--- src/rtl/usr_pkg.sv ---
// Shared definitions for the universal-shift-register family: mode codes and the
// serializer state encoding.
package usr_pkg;

    localparam logic [1:0] MODE_HOLD = 2'b00;
    localparam logic [1:0] MODE_SHR  = 2'b01;
    localparam logic [1:0] MODE_SHL  = 2'b10;
    localparam logic [1:0] MODE_LOAD = 2'b11;

    typedef enum logic {
        IDLE,
        SHIFT
    } state_t;

    // LSB-first frames feed the register's MSB end, so they need a right shift.
    function automatic logic [1:0] mode_for_dir(input logic msb_first);
        return msb_first ? MODE_SHL : MODE_SHR;
    endfunction

endpackage

--- src/rtl/usr_serializer_if.sv ---
// Load handshake plus serial/control outputs of usr_serializer, bundled for
// the producer (master) and the serializer (slave).
interface usr_serializer_if #(
    parameter int unsigned WIDTH = 8
);

    logic [WIDTH-1:0] data_in;
    logic             dir;
    logic             load_valid;
    logic             load_ready;
    logic             serial_out;
    logic [1:0]       select_out;
    logic             frame_start;
    logic             frame_end;
    logic             busy;

    modport master (
        output data_in,
        output dir,
        output load_valid,
        input  load_ready,
        input  serial_out,
        input  select_out,
        input  frame_start,
        input  frame_end,
        input  busy
    );

    modport slave (
        input  data_in,
        input  dir,
        input  load_valid,
        output load_ready,
        output serial_out,
        output select_out,
        output frame_start,
        output frame_end,
        output busy
    );

endinterface

--- src/rtl/usr_bit_counter.sv ---
// Bit-position counter for one serial frame; wraps to zero only after the last bit.
module usr_bit_counter #(
    parameter int unsigned WIDTH = 8
) (
    input  logic                     CLK,
    input  logic                     clear,
    input  logic                     start,
    input  logic                     en,
    output logic [$clog2(WIDTH)-1:0] count,
    output logic                     last
);

    localparam int unsigned CW = $clog2(WIDTH);

    logic [CW-1:0] count_q, count_d;

    assign last  = (count_q == CW'(WIDTH - 1));
    assign count = count_q;

    always_comb begin
        count_d = count_q;
        if (start) begin
            count_d = '0;
        end else if (en) begin
            count_d = last ? '0 : count_q + CW'(1);
        end
    end

    always_ff @(posedge CLK) begin
        if (clear) begin
            count_q <= '0;
        end else begin
            count_q <= count_d;
        end
    end

endmodule

--- src/rtl/usr_serializer.sv ---
// Parallel-to-serial converter that drives a downstream universal shift register:
// one bit per cycle, LSB or MSB first, with back-to-back frame support.
module usr_serializer
    import usr_pkg::*;
#(
    parameter int unsigned WIDTH = 8
) (
    input  logic           CLK,
    input  logic           clear,
    usr_serializer_if.slave bus
);

    localparam int unsigned CW = $clog2(WIDTH);

    state_t           state_q, state_d;
    logic [WIDTH-1:0] shreg_q;
    logic             dir_q;
    logic [CW-1:0]    count;
    logic             last;
    logic             accept;
    logic             shifting;

    assign accept   = bus.load_valid && bus.load_ready;
    assign shifting = (state_q == SHIFT);

    usr_bit_counter #(
        .WIDTH (WIDTH)
    ) u_bit_counter (
        .CLK   (CLK),
        .clear (clear),
        .start (accept),
        .en    (shifting),
        .count (count),
        .last  (last)
    );

    always_ff @(posedge CLK) begin
        if (clear) begin
            state_q <= IDLE;
        end else begin
            state_q <= state_d;
        end
    end

    always_comb begin
        state_d = state_q;
        unique case (state_q)
            IDLE:    if (accept) state_d = SHIFT;
            SHIFT:   if (last && !accept) state_d = IDLE;
            default: state_d = IDLE;
        endcase
    end

    always_comb begin
        bus.load_ready  = 1'b0;
        bus.serial_out  = 1'b0;
        bus.select_out  = MODE_HOLD;
        bus.frame_start = 1'b0;
        bus.frame_end   = 1'b0;
        bus.busy        = 1'b0;
        unique case (state_q)
            IDLE: begin
                bus.load_ready = 1'b1;
            end
            SHIFT: begin
                bus.load_ready  = last;
                bus.busy        = 1'b1;
                bus.serial_out  = dir_q ? shreg_q[WIDTH-1] : shreg_q[0];
                bus.select_out  = mode_for_dir(dir_q);
                bus.frame_start = (count == '0);
                bus.frame_end   = last;
            end
            default: ;
        endcase
    end

    // A load on the last-bit cycle overrides the shift, giving gapless frames.
    always_ff @(posedge CLK) begin
        if (clear) begin
            shreg_q <= '0;
            dir_q   <= 1'b0;
        end else if (accept) begin
            shreg_q <= bus.data_in;
            dir_q   <= bus.dir;
        end else if (shifting) begin
            shreg_q <= dir_q ? {shreg_q[WIDTH-2:0], 1'b0} : {1'b0, shreg_q[WIDTH-1:1]};
        end
    end

endmodule

--- src/flat_wrapper.sv ---
// flat-port wrapper written by rule: the top's interface ports become plain ports
module usr_serializer_flat import usr_pkg::*;
#(
    parameter int unsigned WIDTH = 8
)
  (CLK, clear, bus_data_in, bus_dir, bus_load_valid, bus_load_ready, bus_serial_out, bus_select_out, bus_frame_start, bus_frame_end, bus_busy);
  usr_serializer_if #(.WIDTH(WIDTH)) bus_i ();
  input  logic CLK;
  input  logic clear;
  input wire logic [$bits(bus_i.data_in)-1:0] bus_data_in;
  input wire logic [$bits(bus_i.dir)-1:0] bus_dir;
  input wire logic [$bits(bus_i.load_valid)-1:0] bus_load_valid;
  output wire logic [$bits(bus_i.load_ready)-1:0] bus_load_ready;
  output wire logic [$bits(bus_i.serial_out)-1:0] bus_serial_out;
  output wire logic [$bits(bus_i.select_out)-1:0] bus_select_out;
  output wire logic [$bits(bus_i.frame_start)-1:0] bus_frame_start;
  output wire logic [$bits(bus_i.frame_end)-1:0] bus_frame_end;
  output wire logic [$bits(bus_i.busy)-1:0] bus_busy;
  assign bus_i.data_in = bus_data_in;
  assign bus_i.dir = bus_dir;
  assign bus_i.load_valid = bus_load_valid;
  assign bus_load_ready = bus_i.load_ready;
  assign bus_serial_out = bus_i.serial_out;
  assign bus_select_out = bus_i.select_out;
  assign bus_frame_start = bus_i.frame_start;
  assign bus_frame_end = bus_i.frame_end;
  assign bus_busy = bus_i.busy;
  usr_serializer #(.WIDTH(WIDTH)) u_core (.CLK(CLK), .clear(clear), .bus(bus_i));
endmodule
--- config.mk ---
export PLATFORM = sky130hd
export DESIGN_NAME = usr_serializer_flat
export DESIGN_NICKNAME = d
export VERILOG_FILES = /design/src/rtl/usr_pkg.sv /design/src/rtl/usr_serializer_if.sv /design/src/rtl/usr_bit_counter.sv /design/src/rtl/usr_serializer.sv /design/src/flat_wrapper.sv
export SDC_FILE = /design/constraint.sdc
export NUM_CORES = 1
export LEC_CHECK = 0
export ABC_CLOCK_PERIOD_IN_PS = 2940
export CORE_UTILIZATION = 52
export DETAILED_ROUTE_END_ITERATION = 10
export HOLD_SLACK_MARGIN = 0.03
export MAX_ROUTING_LAYER = met4
export PLACE_DENSITY = 0.82
export SYNTH_ARGS = -nofsm -noshare
export SYNTH_HDL_FRONTEND = slang
export SYNTH_SLANG_ARGS = --single-unit
--- constraint.sdc ---
create_clock -name CLK -period 2.94 [get_ports CLK]
set_clock_uncertainty 0.05 [all_clocks]
set_input_delay 0.441 -clock CLK [delete_from_list [all_inputs] [get_ports CLK]]
set_output_delay 0.441 -clock CLK [all_outputs]
set_load 0.01 [all_outputs]
==> flow_metrics.py <==
metrics = {
    "status": {
        "status": "complete, no violations",
    },
    "final_layout": {
        "diodes": 0,
        "fin_util_pct": 69.0,
        "fill_cells": 132,
        "drive_above_1_share_pct": 17.3,
        "fin_nets": 126,
        "area_growth_pct": 24.4,
    },
    "floorplan": {
        "rows": 14,
        "initial_core_util_pct": 55.5,
        "die_h_microns": 42.1,
        "die-width_microns": 42.1,
        "die_area_sq_mm": 0.00177,
        "core_area_sq_mm": 0.00151,
        "num_io_pins": 19,
    },
    "setup_path": {
        "start_kind": "register",
        "cpPeakStageDelay_ps": 480,
        "critPathKind": "reg -> out",
        "cp_common_cell": "ha_1",
        "crit_family": "buffers and inverters",
        "path_cells": "ha_1 > ha_1 > nor2b_1 > inv_2 > clkdlybuf4s50_1",
        "cp.required_ps": 2450,
        "cp.buffers_inverters": 2,
        "critPathCaptureType": "primary output",
        "crit_path_top_delay_cell": "clkdlybuf4s50_1",
        "worstPathMaxFanout": 8,
        "cp.arrival_ps": 1970,
    },
    "timing": {
        "fin_crit_sh_pct": 83.7,
        "setup_viol": 0,
        "relSlewSlack_pct": 61.9,
        "drv_slew": 0,
        "fmax_mhz": 406,
        "worst_pin_slew_ps": 569,
        "rsz0062_at_grt": "false",
        "fin_hold_ws_ps": 448,
        "finalHoldViolCount": 0,
        "tns_ps": 0,
        "post-route-min-period_ps": 2460,
    },
    "clock_network": {
        "cts_tree": "done",
        "clkSinkCount": 13,
        "cts_resized": 0,
        "cts_setup_buffers": 0,
        "path_clk_slew_ps": 90,
        "clock_latency_ps": 290,
        "root_buffer": "clkbuf_4",
        "clk_path_buf_depth": 2,
        "cts.htree.levels": 1,
        "numCtsBuffers": 3,
        "holdBufCountCts": 0,
    },
    "power_and_ir_drop": {
        "leakagePower_nw": 0.431,
        "comb_power_share_pct": 23.9,
        "switchingPower_mw": 0.121,
        "powerDensity_mw_per_mm2": 398,
        "internal_power_mw": 0.292,
        "sequentialPowerShare_pct": 48.0,
        "pwr-share-clk_pct": 28.1,
        "p_sw_share_pct": 29.2,
        "ir_drop_uv": 300,
    },
    "global_route": {
        "grt_max_degree": 14,
        "grt_busiest_layer": "met2",
        "grtUsageMet2_pct": 40.0,
        "grt_pass1_wl_microns": 3150,
        "grtUsageTotal_pct": 24.2,
        "grtUsageMet3_pct": 6.90,
        "grt_pass1_vias": 697,
        "grt_use_met1_pct": 28.7,
        "antenna_found_initial": 0,
        "gr-total-overflow": 0,
    },
    "synth": {
        "syn-num-nets": 106,
        "syn_inst": 91,
        "synth_seq_cells": 13,
        "synth.distinct_cells": 30,
        "seq_area_frac_synth_pct": 31.1,
        "yosysWarnings": 0,
        "syn_area_sq_um": 836,
        "synth_area_per_cell_sq_um": 9.18,
    },
    "drt": {
        "dr.pass1.iters": 4,
        "finalWirelength_microns": 1860,
        "routedWlPerCell_microns": 14.7,
        "drt-initial-drc-count": 11,
        "via_per_inst": 5.87,
        "ant_nets": 0,
        "drc": 0,
        "routed-via-count": 740,
    },
    "worst_hold_path": {
        "hold_path_class": "reg -> reg",
    },
    "placed_design": {
        "place.gp.congestion": 0.775,
        "io_buffers": 18,
        "hpwl_microns": 1370,
    },
    "flow_run": {
        "cap_violations": 0,
    },
}
==> sequential cells by signal, summed over array words and instances, names as in the netlist <==
signal,count
u_core.shifting,1
u_core.shreg_q,8
u_core.dir_q,1
u_core.u_bit_counter.count,3
==> synth_stat cells <==
cell type,n,area [sq um]
buf_6,2,22.5
buf_2,1,5.00
nand2_1,4,15.0
and3_1,1,6.26
a21o_1,1,7.51
nor2_2,2,12.5
a21oi_1,5,25.0
inv_2,1,3.75
ha_1,3,37.5
o32a_1,1,10.0
a31oi_1,1,6.26
nor2_1,15,56.3
and2_1,3,18.8
a2111oi_2,2,30.0
nand3_1,3,15.0
a221oi_2,1,15.0
dfxtp_1,13,260
inv_1,3,11.3
a311oi_1,1,8.76
a21boi_4,1,18.8
mux2_2,2,22.5
mux2i_1,9,90.1
mux2_4,3,45.0
or2_1,1,6.26
clkbuf_1,1,3.75
nor3_1,1,5.00
nor2b_1,3,18.8
buf_4,2,15.0
a221oi_1,2,17.5
and3b_1,3,26.3
==> worst reg2reg max path, stage by stage (launching register included) <==
cell,delay (ps)
dfxtp_1,380
ha_1,180
ha_1,340
a21boi_4,160
and3b_1,210
a311oi_1,280
nor2_1,60
==> area by class of cell <==
type / count / area (sq um) / area share (%)
multi-input cells: 68 / 514 / 49.5
repair buffers: 21 / 203 / 19.5
clock inverters: 1 / 5.00 / 0.481
flip-flops and latches: 13 / 260 / 25.0
inverters: 4 / 15.0 / 1.44
clock buffers: 3 / 22.5 / 2.17
well taps: 16 / 20.0 / 1.93
==> placed cells by master (no fill, tap or decap), types with 3 or more instances in the layout <==
master	count
nand2_1	4
clkdlybuf4s50_1	18
and3b_1	3
clkbuf_4	3
and2_1	3
ha_1	3
nand3_1	3
nor2_1	15
nor2b_1	3
inv_1	3
a21oi_1	5
dfxtp_1	13
buf_4	3
mux2_4	3
mux2i_1	9
==> stage by stage <==
step	worst slack, ps	power [mW]	cell area, sq um	cells
finish	478	0.413	1040	126
global route	352	0.435	1040	126
CTS	470	0.418	1040	126
detailed placement	752	0.300	1010	122
global placement	795	0.298	1010	122
floorplan	1390	0.263	836	91
==> cells by family after synthesis <==
logic type | count (synthesis) | synth area share [%]
flip-flops | 13 | 31.1
multiplexers | 14 | 18.9
adder cells (fa/ha/maj) | 3 | 4.49
AND/OR/NAND/NOR | 36 | 21.6
buffers and inverters | 10 | 7.33
AO/OA/AOI/OAI | 15 | 16.6
==> worst paths after layout <==
| path | from | to | slack (ps) | cells after the start |
|---|---|---|---|---|
| worst min-delay path | u_core.shreg_q[3]$_SDFFE_PP0P_ | u_core.shreg_q[3]$_SDFFE_PP0P_ | 450 | 2 |
| worst max-delay path | u_core.u_bit_counter.count[0]$_SDFFE_PP0P_ | bus_load_ready | 480 | 5 |
| worst max register to register | u_core.u_bit_counter.count[0]$_SDFFE_PP0P_ | u_core.shreg_q[0]$_SDFFE_PP0P_ | 1160 | 6 |
| worst min register to register | u_core.shreg_q[3]$_SDFFE_PP0P_ | u_core.shreg_q[3]$_SDFFE_PP0P_ | 450 | 2 |
==> power groups by stage <==
| stage | combinational, mW | clock, mW | sequential [mW] |
|---|---|---|---|
| 2_1_floorplan | 0.0654 | 0 | 0.197 |
| 3_3_place_gp | 0.0958 | 0 | 0.202 |
| 3_5_place_dp | 0.0980 | 0 | 0.202 |
| 4_1_cts | 0.0987 | 0.121 | 0.198 |
| 5_1_grt | 0.107 | 0.127 | 0.200 |
| 6_report | 0.0987 | 0.116 | 0.198 |
==> layer usage <==
metal  vias up  share of wire, %
met5         -                 0
met1       354                44
li1        357                 -
met2        27                48
met3         2               6.8
met4         0              0.81
No activity file was read; power rests on OpenSTA's default activity.
